$ cat src/rtl/serial_pkg.sv
// Shared types and constants for the serial pattern transmitter.
//   state_t : transmitter FSM states (PAR used only with parity enabled)
//   X_IDLE  : level driven on the serial line when nothing is being sent
//   lw_of   : width of a length field able to hold 0..width
package serial_pkg;

  typedef enum logic [1:0] {
    IDLE = 2'd0,
    SEND = 2'd1,
    PAR  = 2'd2
  } state_t;

  localparam logic X_IDLE = 1'b0;

  function automatic int unsigned lw_of(input int unsigned width);
    return $clog2(width + 1);
  endfunction

endpackage

$ cat src/rtl/serial_pattern_tx_if.sv
// Start/ready/done handshake plus serial line of the pattern transmitter.
//   start, din, nbits : request from the controller
//   x                 : serial data out
//   ready, busy, done : transmitter status
interface serial_pattern_tx_if
  import serial_pkg::*;
#(
  parameter int unsigned WIDTH = 8
);
  localparam int unsigned LW = lw_of(WIDTH);

  logic             start;
  logic [WIDTH-1:0] din;
  logic [LW-1:0]    nbits;
  logic             x;
  logic             ready;
  logic             busy;
  logic             done;

  modport master (
    output start, din, nbits,
    input  x, ready, busy, done
  );

  modport slave (
    input  start, din, nbits,
    output x, ready, busy, done
  );
endinterface

$ cat src/rtl/serial_pattern_tx_piso_shift.sv
// WIDTH-bit parallel-in/serial-out register, MSB first.
//   clk, rst   : clock, async active-high reset (clears register)
//   i_load     : load i_din (takes priority over shift)
//   i_shift    : shift left by one, filling with the idle line level
//   i_din      : parallel load value
//   o_msb      : current MSB, registered
module piso_shift
  import serial_pkg::*;
#(
  parameter int unsigned WIDTH = 8
) (
  input  logic             clk,
  input  logic             rst,
  input  logic             i_load,
  input  logic             i_shift,
  input  logic [WIDTH-1:0] i_din,
  output logic             o_msb
);

  logic [WIDTH-1:0] r_sr;

  always_ff @(posedge clk or posedge rst) begin
    if (rst) begin
      r_sr <= '0;
    end else if (i_load) begin
      r_sr <= i_din;
    end else if (i_shift) begin
      r_sr <= {r_sr[WIDTH-2:0], X_IDLE};
    end
  end

  assign o_msb = r_sr[WIDTH-1];

endmodule

$ cat src/rtl/serial_pattern_tx.sv
// Serial pattern transmitter: loads up to WIDTH bits and sends them MSB-first,
// one bit per clock, with a start/ready/done handshake.
//   clk, rst : clock, async active-high reset
//   bus      : serial_pattern_tx_if.slave (start/din/nbits in; x/ready/busy/done out)
// Optional: define SERIAL_PATTERN_TX_PARITY_EN to append an even-parity bit.
module serial_pattern_tx
  import serial_pkg::*;
#(
  parameter int unsigned WIDTH = 8
) (
  input  logic               clk,
  input  logic               rst,
  serial_pattern_tx_if.slave bus
);

  localparam int unsigned   LW    = lw_of(WIDTH);
  localparam logic [LW-1:0] N_MAX = LW'(WIDTH);

  state_t           r_state;
  state_t           w_state_nxt;
  logic [LW-1:0]    r_cnt;
  logic [LW-1:0]    w_cnt_nxt;
  logic [LW-1:0]    w_nbits;
  logic             r_ready;
  logic             r_busy;
  logic             r_done;
  logic             w_done_nxt;
  logic             w_load;
  logic             w_shift;
  logic             w_msb;
  logic [WIDTH-1:0] w_aligned;
  logic [WIDTH-1:0] w_load_val;

  // Clamp the requested length, then left-align so din[n-1] lands on the MSB.
  assign w_nbits   = (bus.nbits > N_MAX) ? N_MAX : bus.nbits;
  assign w_aligned = bus.din << (N_MAX - w_nbits);

`ifdef SERIAL_PATTERN_TX_PARITY_EN
  logic r_par;

  // Bits outside the aligned window are zero, so this is the XOR of the sent bits.
  always_ff @(posedge clk or posedge rst) begin
    if (rst) begin
      r_par <= 1'b0;
    end else if (r_state == IDLE && w_load) begin
      r_par <= ^w_aligned;
    end
  end
`endif

  // State, counter and registered status.
  always_ff @(posedge clk or posedge rst) begin
    if (rst) begin
      r_state <= IDLE;
      r_cnt   <= '0;
      r_ready <= 1'b1;
      r_busy  <= 1'b0;
      r_done  <= 1'b0;
    end else begin
      r_state <= w_state_nxt;
      r_cnt   <= w_cnt_nxt;
      r_ready <= (w_state_nxt == IDLE);
      r_busy  <= (w_state_nxt != IDLE);
      r_done  <= w_done_nxt;
    end
  end

  // Next state; done is computed one cycle early so it lines up with the last bit.
  always_comb begin
    w_state_nxt = r_state;
    w_cnt_nxt   = r_cnt;
    w_load      = 1'b0;
    w_shift     = 1'b0;
    w_load_val  = w_aligned;
    w_done_nxt  = 1'b0;
    case (r_state)
      IDLE: begin
        if (bus.start) begin
          if (w_nbits == '0) begin
            w_done_nxt = 1'b1;
          end else begin
            w_load      = 1'b1;
            w_cnt_nxt   = w_nbits;
            w_state_nxt = SEND;
`ifdef SERIAL_PATTERN_TX_PARITY_EN
            w_done_nxt  = 1'b0;
`else
            w_done_nxt  = (w_nbits == LW'(1));
`endif
          end
        end
      end
      SEND: begin
        w_cnt_nxt = r_cnt - LW'(1);
        if (r_cnt == LW'(1)) begin
`ifdef SERIAL_PATTERN_TX_PARITY_EN
          // Overwrite the drained register with the parity bit for one cycle.
          w_state_nxt = PAR;
          w_load      = 1'b1;
          w_load_val  = {r_par, {(WIDTH-1){X_IDLE}}};
          w_done_nxt  = 1'b1;
`else
          w_state_nxt = IDLE;
          w_shift     = 1'b1;
`endif
        end else begin
          w_shift = 1'b1;
`ifdef SERIAL_PATTERN_TX_PARITY_EN
          w_done_nxt = 1'b0;
`else
          w_done_nxt = (r_cnt == LW'(2));
`endif
        end
      end
`ifdef SERIAL_PATTERN_TX_PARITY_EN
      PAR: begin
        w_state_nxt = IDLE;
        w_shift     = 1'b1;
      end
`endif
      default: w_state_nxt = IDLE;
    endcase
  end

  piso_shift #(.WIDTH(WIDTH)) u_piso (
    .clk     (clk),
    .rst     (rst),
    .i_load  (w_load),
    .i_shift (w_shift),
    .i_din   (w_load_val),
    .o_msb   (w_msb)
  );

  assign bus.x     = w_msb;
  assign bus.ready = r_ready;
  assign bus.busy  = r_busy;
  assign bus.done  = r_done;

endmodule

$ cat src/flat_wrapper.sv
// flat-port wrapper written by rule: the top's interface ports become plain ports
module serial_pattern_tx_flat import serial_pkg::*;
#(
  parameter int unsigned WIDTH = 8
)
  (clk, rst, bus_start, bus_din, bus_nbits, bus_x, bus_ready, bus_busy, bus_done);
  serial_pattern_tx_if #(.WIDTH(WIDTH)) bus_i ();
  input  logic clk;
  input  logic rst;
  input wire logic [$bits(bus_i.start)-1:0] bus_start;
  input wire logic [$bits(bus_i.din)-1:0] bus_din;
  input wire logic [$bits(bus_i.nbits)-1:0] bus_nbits;
  output wire logic [$bits(bus_i.x)-1:0] bus_x;
  output wire logic [$bits(bus_i.ready)-1:0] bus_ready;
  output wire logic [$bits(bus_i.busy)-1:0] bus_busy;
  output wire logic [$bits(bus_i.done)-1:0] bus_done;
  assign bus_i.start = bus_start;
  assign bus_i.din = bus_din;
  assign bus_i.nbits = bus_nbits;
  assign bus_x = bus_i.x;
  assign bus_ready = bus_i.ready;
  assign bus_busy = bus_i.busy;
  assign bus_done = bus_i.done;
  serial_pattern_tx #(.WIDTH(WIDTH)) u_core (.clk(clk), .rst(rst), .bus(bus_i));
endmodule
$ cat config.mk
export PLATFORM = sky130hd
export DESIGN_NAME = serial_pattern_tx_flat
export DESIGN_NICKNAME = d
export VERILOG_FILES = /design/src/rtl/serial_pkg.sv /design/src/rtl/serial_pattern_tx_if.sv /design/src/rtl/serial_pattern_tx_piso_shift.sv /design/src/rtl/serial_pattern_tx.sv /design/src/flat_wrapper.sv
export SDC_FILE = /design/constraint.sdc
export NUM_CORES = 1
export LEC_CHECK = 0
export CAP_MARGIN = 25
export CORE_UTILIZATION = 40
export DETAILED_ROUTE_END_ITERATION = 6
export SYNTH_ARGS = -nofsm -noshare
export SYNTH_HDL_FRONTEND = slang
export SYNTH_SLANG_ARGS = --single-unit
$ cat constraint.sdc
create_clock -name clk -period 1.8 [get_ports clk]
set_input_delay 0.18 -clock clk [delete_from_list [all_inputs] [get_ports clk]]
set_output_delay 0.18 -clock clk [all_outputs]
set_load 0.01 [all_outputs]
# After elaboration in Yosys (flattened, before gate mapping)

Index checks and enable logic that the tools add are counted.

$add $sub $neg: 2
$lt $le $gt $ge: 1
Eq/ne operators: 6
Shifts and indexed selects: 1
Multiplexer cells: 18
Reduce and logical (&&, ||, !) cells: 7

Operators by type and width:

| cell                | count |
|---|---|
| $mux 8              | 2 |
| $mux 4              | 3 |
| $eq 4x1->1 const B  | 2 |
| $pmux 4 s2          | 1 |
| $shl 8x4->8         | 1 |
| $mux 1              | 7 |
| $mux 2              | 3 |
| $reduce_bool 2->1   | 3 |
| $eq 4x2->1 const B  | 1 |
| $gt 4x4->1 const B  | 1 |
| $logic_not 2->1     | 2 |
| $logic_not 4->1     | 1 |
| $ne 2x2->1 const B  | 2 |
| $pmux 2 s2          | 1 |
| $sub 4x1->4 const B | 1 |
| $sub 4x4->4 const A | 1 |
| $reduce_and 3->1    | 1 |
| $eq 2x1->1 const B  | 1 |
| $pmux 1 s2          | 1 |

Register bits after elaboration: 17
Bits of input ports: 15
Output and inout bits: 4
Logic and storage cells: 41

# Depth between registers and ports, before layout

Gate-level depths: netlist of run 1.

Depth after elaboration: 7
Gate-level depth with buffers: 10
Depth with buffers taken out: 7

# Modules after synthesis

Synthesis of run 1 repeated with hierarchy kept, for this count alone.

Cell total of the unflattened synthesis: 122
Area, all modules: 1183.6 um^2

By module, submodules not included:

| module            | instances | cells each | area each (um^2) | seq. area each (um^2) |
|---|---|---|---|---|
| serial_pattern_tx | 1         | 87         | 810.8            | 226.5 |
| piso_shift        | 1         | 35         | 372.9            | 200.2 |

# Least setup slack after synthesis of run 1

Ideal clock, no wire load.

Kind: input-to-reg
Start point: input bus_nbits[3]
End point: register u_core.u_piso.r_sr[3]
Setup time: 0.126 ns
Data arrival time: 1.726 ns
Required time: 1.674 ns
Setup slack: -0.051 ns
Stages on the path: 8
Path buffers: 3
Cell sequence: buf_4 > nor2b_4 > buf_4 > ha_1 > clkbuf_1 > mux4_2 > a32oi_1 > a21oi_1

Word-level cells in the longest chain between the ends: 7

RTL lines:

| element                                                             | line                               | text |
|---|---|---|
| start, declared                                                     | flat_wrapper.sv:12                 | `input wire logic [$bits(bus_i.nbits)-1:0] bus_nbits;` |
| $gt 4x4->1                                                          | serial_pattern_tx.sv:35            | `assign w_nbits = (bus.nbits > N_MAX) ? N_MAX : bus.nbits;` |
| $mux 4 (*)                                                          | serial_pattern_tx.sv:35            |  |
| parallel branches: the longest is 5 deep, another holds $sub 4x4->4 | --                                 |  |
| end signal, assigned                                                | serial_pattern_tx_piso_shift.sv:26 | `r_sr <= i_din;` |
| end signal, assigned                                                | serial_pattern_tx_piso_shift.sv:28 | `r_sr <= {r_sr[WIDTH-2:0], X_IDLE};` |
| end, declared                                                       | serial_pattern_tx_piso_shift.sv:20 | `logic [WIDTH-1:0] r_sr;` |

Mark *: on every way between the ends.
A chain may end at the register's enable or synchronous reset.

# Worst setup path after layout of run 1

Start point: input bus_nbits[1]
End point: register u_core.u_piso.r_sr[2]

Same word-level chain as after synthesis.

==> Flow_metrics.wiki, run 1 <==
{| class="wikitable"
! Metric !! Value
|-
| Root buffer cell || clkbuf_4
|-
| Final Slew Violations || 0
|-
| DRC Markers || 3
|-
| Post-detail-place hpwl || 2260 um
|-
| Die area || 0.00325 mm^2
|-
| Overall overflow remaining after global route || 0
|-
| First-pass GRT wire length || about 4900 um
|-
| Count of boundary I/O pins || 19
|-
| Count of final setup violators || 0
|-
| Number of hold buffers added after cts || 0
|-
| IR drop worst, VDD || 0.344 mV
|-
| Number of storage elements in the synthesis netlist || 17
|-
| Layout cells sized above 1 || 0.279
|-
| Maximum count of clock buffers along a single path || 2
|-
| Vias in the first global route || 1131
|-
| Startpoint class of the critical path || input port
|-
| Floorplan die width || 57.0 um
|-
| Slew of the pin with the lowest slew margin || approximately 0.65 ns
|-
| All-layer global routing usage || 0.192
|-
| Fraction of synthesis flops using an asynchronous set or reset pin || 1.00
|-
| Max-Cap Viols || 0
|-
| Type of the worst setup path || input port to flop
|-
| Layout-stage area growth over the synthesis result || 35.9%
|-
| Worst-case setup margin in the final layout || 0.0889 ns
|-
| Deepest level of the CTS H-tree || 1
|-
| Row cnt || 19
|-
| Most numerous cell in the Yosys netlist || dfrtp_1
|-
| WL/cell || 14.4 um
|-
| Highest attainable clock frequency || 584 MHz
|-
| Outcome || complete, but fails checks
|-
| DR pass1 iterations || 6
|-
| Total stage count of the critical path || 9
|-
| Detailed-route via count || 1129
|-
| Number of antenna repair diodes || 0
|-
| Final worst path period need || 1.71 ns
|-
| Std-Cell Core Area || 0.00281 mm^2
|-
| Clk_lat worst skew || about 0.28 ns
|-
| Nature of the critical path endpoint || flop
|-
| Yosys warns || 0
|-
| Detail-routed via count per cell || about 5.8
|-
| Worst Path Max Fanout || 8
|-
| Synth cell count leaders || dfrtp_1 (16), a21oi_1 (8), nand2_1 (8)
|-
| Most area-consuming cells after synthesis || dfrtp_1 (33%), mux4_2 (9.3%), ha_1 (5.2%), a21oi_1 (3.3%), nand2b_1 (3.1%)
|-
| Final weighted congestion of routability-driven global placement || 0.760
|-
| Seq/Total Area, Yosys || 0.353
|-
| Area after DPL || 0.00158 mm^2
|-
| Worst slew margin relative to its limit || 0.563
|-
| Routed wire length || 2830 um
|-
| Final clock period utilization by the worst path || 0.951
|-
| Netlist Area Pre-Place || 0.00121 mm^2
|-
| Final instance area || about 0.0016 mm^2
|-
| Number of distinct library cells after synthesis || 48
|-
| Initial antenna violation count || 0
|-
| Pwr dens || 808 mW/mm^2
|-
| Total chip power || 1330 uW
|-
| Overall die height || approximately 57 um
|-
| Average cell area after synthesis || around 9.7 um^2
|-
| Number of flops mapped to enable cells by yosys || 0
|-
| Clock Skew || 0.000880 ns
|-
| Count of antenna-violating nets left after detailed routing || 0
|-
| Dominant delay contributor by cell family on the critical path || buffers and inverters
|-
| Number of sinks driven by the clock tree || 17
|-
| Number of buffers added on ports || 18
|-
| Area share of the largest cell type after synthesis || 0.331
|-
| Crit path cell chain || clkdlybuf4s50_1, nand2b_1, buf_4, ha_1, buf_4, nand2_1, a21oi_2, o211ai_1, a31oi_1
|-
| Data required time of the worst path || 2.01 ns
|-
| Worst Hold Margin || 0.274 ns
|-
| Post-synthesis net count || approximately 150
|-
| Number of violations reported at the end of detailed-routing iteration 0 || 42
|-
| Initial cell density of the core || 0.431
|-
| Largest net degree at the start of global routing || 18
|-
| Most frequently used flop master after synthesis || dfrtp_1
|-
| Critical path buffers and inverters || 3
|-
| Cell depth of the worst flop-to-flop path || 6
|-
| CP Data Arrival Time || 1.93 ns
|-
| Cells after Synth || 125
|-
| Leakage power || 0.000703 uW
|-
| Violated checks || DRC
|-
| Final hold vios || 0
|-
| CTS clk-pin slew, worst paths || 0.11 ns
|-
| Dominant cell type by count on the critical path || buf_4
|-
| Standard cell with the maximum stage delay on the critical path || clkdlybuf4s50_1
|-
| TritonCTS clock tree || done
|-
| Worst stage delay on the critical path || 0.48 ns
|-
| Total CTS buffers || 3
|-
| Unrepaired setup endpoints after global routing || no
|-
| Post-synth top area cell || dfrtp_1
|-
| Number of nets in the finished design || 186
|-
| Setup slack after placement || -0.388 ns
|-
| Path class of the lowest-slack min-delay path || input port to async pin
|}
-- layer usage --
layer	vias up	global-route usage	share of wire
li1	542	-	-
met5	-	0	0
met1	550	0.247	0.44
met2	35	0.339	0.52
met4	0	0.0592	0.0035
met3	2	0.0227	0.035
-- area by class of cell --
class | count | area [um^2]
inverter | 8 | 30.0
clock buffer | 3 | 22.5
tap | 31 | 38.8
clock inverter | 1 | 5.00
multi-input combinational | 94 | 736
sequential | 17 | 427
timing repair buffer | 42 | 385
fill | 254 | 1160
-- logic make-up (layout without fill, tap and decap cells) --
| kind of cell | count (synthesis) | in the layout | share of synthesized area |
|---|---|---|---|
| muxes | 6 | 6 | 0.102 |
| buffers and inverters | 14 | 54 | 0.0517 |
| xor gates and xnor gates | 2 | 2 | 0.0207 |
| and+or+nand+nor | 44 | 44 | 0.225 |
| adders and majority gates | 5 | 5 | 0.0517 |
| AOI/OAI and AO/OA | 36 | 36 | 0.192 |
| DFF | 17 | 17 | 0.353 |
| other | 1 | 1 | 0.00310 |
-- through the flow --
| stage | std cells | utilization | setup TNS [ns] |
|---|---|---|---|
| CTS | 196 | 0.581 | 0 |
| finish | 196 | 0.586 | 0 |
| floorplan | 125 | - | 0 |
| global placement | 191 | 0.565 | -3.20 |
| detailed placement | 191 | 0.565 | -4.34 |
| global route | 196 | 0.586 | 0 |
-- registers in the layout, indices dropped and copies added, names as in the netlist --
| register | flops |
|---|---|
| u_core.bus.done | 1 |
| u_core.bus.ready | 1 |
| u_core.bus.busy | 1 |
| u_core.r_cnt | 4 |
| u_core.u_piso.r_sr | 8 |
| u_core.r_state | 2 |
-- path summary, 6_finish.rpt --
kind	from	endpoint	slack [ns]
setup / recovery	bus_nbits[1]	u_core.u_piso.r_sr[2]	0.09
hold reg to reg	u_core.r_state[1]	u_core.bus.done	0.53
hold / removal	rst	u_core.u_piso.r_sr[7]	0.27
min in group clk	u_core.r_state[1]	u_core.bus.done	0.53
setup reg to reg	u_core.r_state[0]	u_core.u_piso.r_sr[3]	0.23
max in group asynchronous	rst	u_core.bus.busy	1.11
-- cells in the final DEF, fill, tap and decap left out, types with 2 or more instances in the layout --
master	n
a211oi_2	2
buf_4	21
o211ai_1	2
nor3b_1	2
clkdlybuf4s50_1	16
dfrtp_1	16
o21ai_0	6
o221ai_1	2
ha_1	4
nor2_1	6
nor3_1	2
nand2_1	8
nand2b_1	6
clkbuf_4	3
inv_1	7
a31oi_1	3
a21oi_1	7
mux4_2	5
o21ai_1	3
nand3_1	7
-- power breakdown --
part / total [uW] / internal, uW / leakage (uW) / switching (uW)
logic: 538 / 284 / 0.000485 / 254
clock network: 208 / 82.4 / 0.0000177 / 126
registers: 582 / 492 / 0.000201 / 90.2
-- what timing repair did --
action / in CTS / in global routing
pin swaps: 2 / 1
setup buffers: 1 / 0
setup endpoints to repair: 7 / 7
gates resized for setup: 4 / 4
No activity file was read; power rests on OpenSTA's default activity.
==> run 2: changes to the inputs <==
--- a/config.mk
+++ b/config.mk
@@ -5,8 +5,8 @@
 export SDC_FILE = /design/constraint.sdc
 export NUM_CORES = 1
 export LEC_CHECK = 0
-export CAP_MARGIN = 25
 export CORE_UTILIZATION = 40
+export CTS_CLUSTER_DIAMETER = 80
 export DETAILED_ROUTE_END_ITERATION = 6
 export SYNTH_ARGS = -nofsm -noshare
 export SYNTH_HDL_FRONTEND = slang
==> results of run 2 <==
Same layout as run 1: the final DEF is identical, and so are final timing and power.
==> run 3: changes to the inputs <==
--- a/config.mk
+++ b/config.mk
@@ -10,4 +10,5 @@
 export DETAILED_ROUTE_END_ITERATION = 6
 export SYNTH_ARGS = -nofsm -noshare
 export SYNTH_HDL_FRONTEND = slang
+export SYNTH_HIERARCHICAL = 1
 export SYNTH_SLANG_ARGS = --single-unit
==> run 3 against run 2 <==
The flow now finishes without violations. Final cell count is 2.6% lower. Sequential power is 3% lower. Critical path depth stayed put. Critical path type unchanged. Highest routed layer is now met3.
==> Flow_metrics.wiki, run 3 <==
{| class="wikitable"
! Metric !! Value
|-
| Worst stage delay on the critical path || 0.47 ns
|-
| Nature of the critical path endpoint || flop
|-
| Commonest non-fill, non-tap cell in the layout || buf_4
|-
| Fraction of synthesis flops using an asynchronous set or reset pin || 1.00
|-
| Number of antenna repair diodes || 0
|-
| Most area-consuming cells after synthesis || dfrtp_1 (34%), mux2i_1 (14%), ha_1 (5.3%), nand2_1 (3.8%), o21ai_1 (3.0%)
|-
| CP Data Arrival Time || between 1.5 and 2 ns
|-
| Overall overflow remaining after global route || 0
|-
| Number of sinks driven by the clock tree || 17
|-
| Max-Cap Viols || 0
|-
| Seq/Total Area, Yosys || 0.360
|-
| Outcome || completed
|-
| Number of flops mapped to enable cells by yosys || 0
|-
| Post-detail-place hpwl || about 2000 um
|-
| IR drop worst, VDD || 0.780 mV
|-
| Die area || about 0.0032 mm^2
|-
| Area share of the largest cell type after synthesis || 0.338
|-
| Type of the worst setup path || input port to flop
|-
| Detailed-route via count || 1000
|-
| Non-filler instance count after layout || 191
|-
| Count of final setup violators || 0
|-
| Number of hold buffers added after cts || 0
|-
| Vias in the first global route || 979
|-
| Overall die height || ~56 um
|-
| Final worst path period need || 1.74 ns
|-
| Number of buffers added on ports || 18
|-
| Maximum count of clock buffers along a single path || 2
|-
| Worst Path Max Fanout || 5
|-
| All-layer global routing usage || 0.171
|-
| Path class of the lowest-slack min-delay path || input port to async pin
|-
| Post-cts repair resize count || 1
|-
| Final Slew Violations || 0
|-
| Dominant cell type by count on the critical path || mux2i_1
|-
| Biggest register || u_core/u_piso/r_sr
|-
| Number of distinct library cells after synthesis || 41
|-
| Row cnt || 19
|-
| Number of storage elements in the synthesis netlist || 17
|-
| Std-Cell Core Area || ~0.0028 mm^2
|-
| Startpoint class of the critical path || input port
|-
| Deepest level of the CTS H-tree || 1
|-
| First-pass GRT wire length || 4240 um
|-
| Initial cell density of the core || 0.426
|-
| Data required time of the worst path || 1.98 ns
|-
| Standard cell with the maximum stage delay on the critical path || clkdlybuf4s50_1
|-
| Number of violations reported at the end of detailed-routing iteration 0 || 37
|-
| Cell Count Post-Placement || 187
|-
| Most frequently used flop master after synthesis || dfrtp_1
|-
| Setup TNS || 0 ns
|-
| Final instance area || 0.00159 mm^2
|-
| Layout-stage area growth over the synthesis result || 34.6%
|-
| Commonest cells after routing, fill and taps aside || buf_4 (19), clkdlybuf4s50_1 (18), mux2i_1 (16), dfrtp_1 (16), nand2_1 (12)
|-
| Start point of the critical path || bus_nbits[0]
|-
| TritonCTS clock tree || done
|-
| Count of antenna-violating nets left after detailed routing || 0
|-
| Layout cells sized above 1 || 0.238
|-
| Pwr dens || 799 mW/mm^2
|-
| Final weighted congestion of routability-driven global placement || 0.808
|-
| Final hold vios || 0
|-
| Crit path cell chain || clkdlybuf4s50_1, nor2b_4, buf_6, buf_4, mux2i_1, mux2i_1, a32o_1, nand2_1, o21ai_1
|-
| Portion of total power attributed to sequential cells || 0.445
|-
| Switch Pwr || 423 uW
|-
| Final Core Density || 0.573
|-
| Leakage power || 0.000715 uW
|-
| Cells after Synth || 122
|-
| Clk_lat worst skew || between 0.2 and 0.3 ns
|-
| Count of boundary I/O pins || 19
|-
| Post-synthesis net count || 142
|-
| Cell depth of the worst flop-to-flop path || 6
|-
| Highest attainable clock frequency || 576 MHz
|-
| Total CTS buffers || 3
|-
| Number of nets in the finished design || 181
|-
| Post-synth top area cell || dfrtp_1
|-
| Average cell area after synthesis || 9.70 um^2
|-
| Internal power component || 850 uW
|-
| Final clock period utilization by the worst path || 0.965
|-
| Clock Skew || 0.00166 ns
|-
| Top flop regs || u_core/u_piso/r_sr: 8 flops, u_core/r_cnt: 4 flops, u_core/r_state: 2 flops
|-
| Number of flip-flops in the largest register || 8
|-
| Root buffer cell || clkbuf_4
|-
| Switching part of the total || 0.332
|-
| DRC Markers || 0
|-
| Origin of the critical flop-to-flop path || u_core/r_state[1]
|-
| Yosys warns || 6
|-
| Area after DPL || 0.00151 mm^2
|-
| Critical Path End || u_core/u_piso/r_sr[7]
|-
| CTS clk-pin slew, worst paths || around 0.09 ns
|-
| Logic gate share of total power || 0.397
|-
| Netlist Area Pre-Place || between 0.001 and 0.0015 mm^2
|-
| Register-to-register setup slack || 0.38 ns
|-
| Floorplan die width || 56.4 um
|-
| RR Endpoint || u_core/u_piso/r_sr[1]
|-
| Worst Hold Margin || ~0.16 ns
|-
| WL/cell || 13.1 um
|-
| DR pass1 iterations || 4
|-
| Largest net degree at the start of global routing || 14
|-
| Initial antenna violation count || 0
|-
| Clk network pwr share || 0.158
|-
| Unrepaired setup endpoints after global routing || no
|-
| Routed wire length || 2510 um
|-
| Detail-routed via count per cell || 5.24
|-
| Synth cell count leaders || dfrtp_1 (16), mux2i_1 (16), nand2_1 (12)
|-
| Postcts setup bufs || 0
|}
## run 3: changes by cell type after synthesis, sizes merged, moves of 4 or more
cell   change
nand2      +4
mux4       -4
nand3      -6
mux2i     +16
a21oi      -4
## run 3: power groups by stage
stage | clock [uW] | sequential (uW) | combinational, uW
after floorplan | 0 | 561 | 317
after global placement | 0 | 572 | 477
after detailed placement | 0 | 575 | 489
after CTS | 212 | 568 | 492
after global routing | 223 | 581 | 565
final | 201 | 566 | 505
## run 3: worst min path at each step
stage,endpoint,depth (start not counted)
floorplan,u_core/u_piso/r_sr[0],1
global placement,u_core/u_piso/r_sr[0],2
detailed placement,u_core/u_piso/r_sr[0],2
CTS,u_core/u_piso/r_sr[1],2
global route,u_core/u_piso/r_sr[1],2
finish,u_core/u_piso/r_sr[1],2
## run 3: cell type report
type                       instances  area, um^2
timing repair buffer              38         334
sequential                        17         427
tap                               31        38.8
fill                             273        1190
multi-input combinational         93         737
clock buffer                       4        26.3
inverter                           8        30.0
## run 3: stage by stage
stage	worst slack, ns	power [uW]
after floorplan	0.0353	879
after global placement	-0.261	1050
after detailed placement	-0.334	1060
after CTS	0.0167	1270
after global routing	0.00423	1370
final	0.0630	1270
## run 3: cells by family (layout without fill, tap and decap cells)
kind of cell	count (synthesis)	count (layout)	synth area share
simple gates	37	37	0.160
flops	17	17	0.360
buf+inv	12	50	0.0581
xor+xnor	2	2	0.0211
compound gates	27	27	0.152
fa+ha+maj	5	5	0.0529
mux	21	21	0.192
other cells	1	1	0.00317
## run 3: layer usage
layer,wire length [um],track usage
met4,0,0.0314
met1,1170,0.213
met3,54,0.0484
met5,0,0
met2,1290,0.296
## run 3: critical path: cells and delay by family
family                 cells  cell delay (ns)
buffers and inverters      3             0.73
AO/OA/AOI/OAI              2             0.28
AND/OR/NAND/NOR            2             0.27
multiplexers               2             0.44
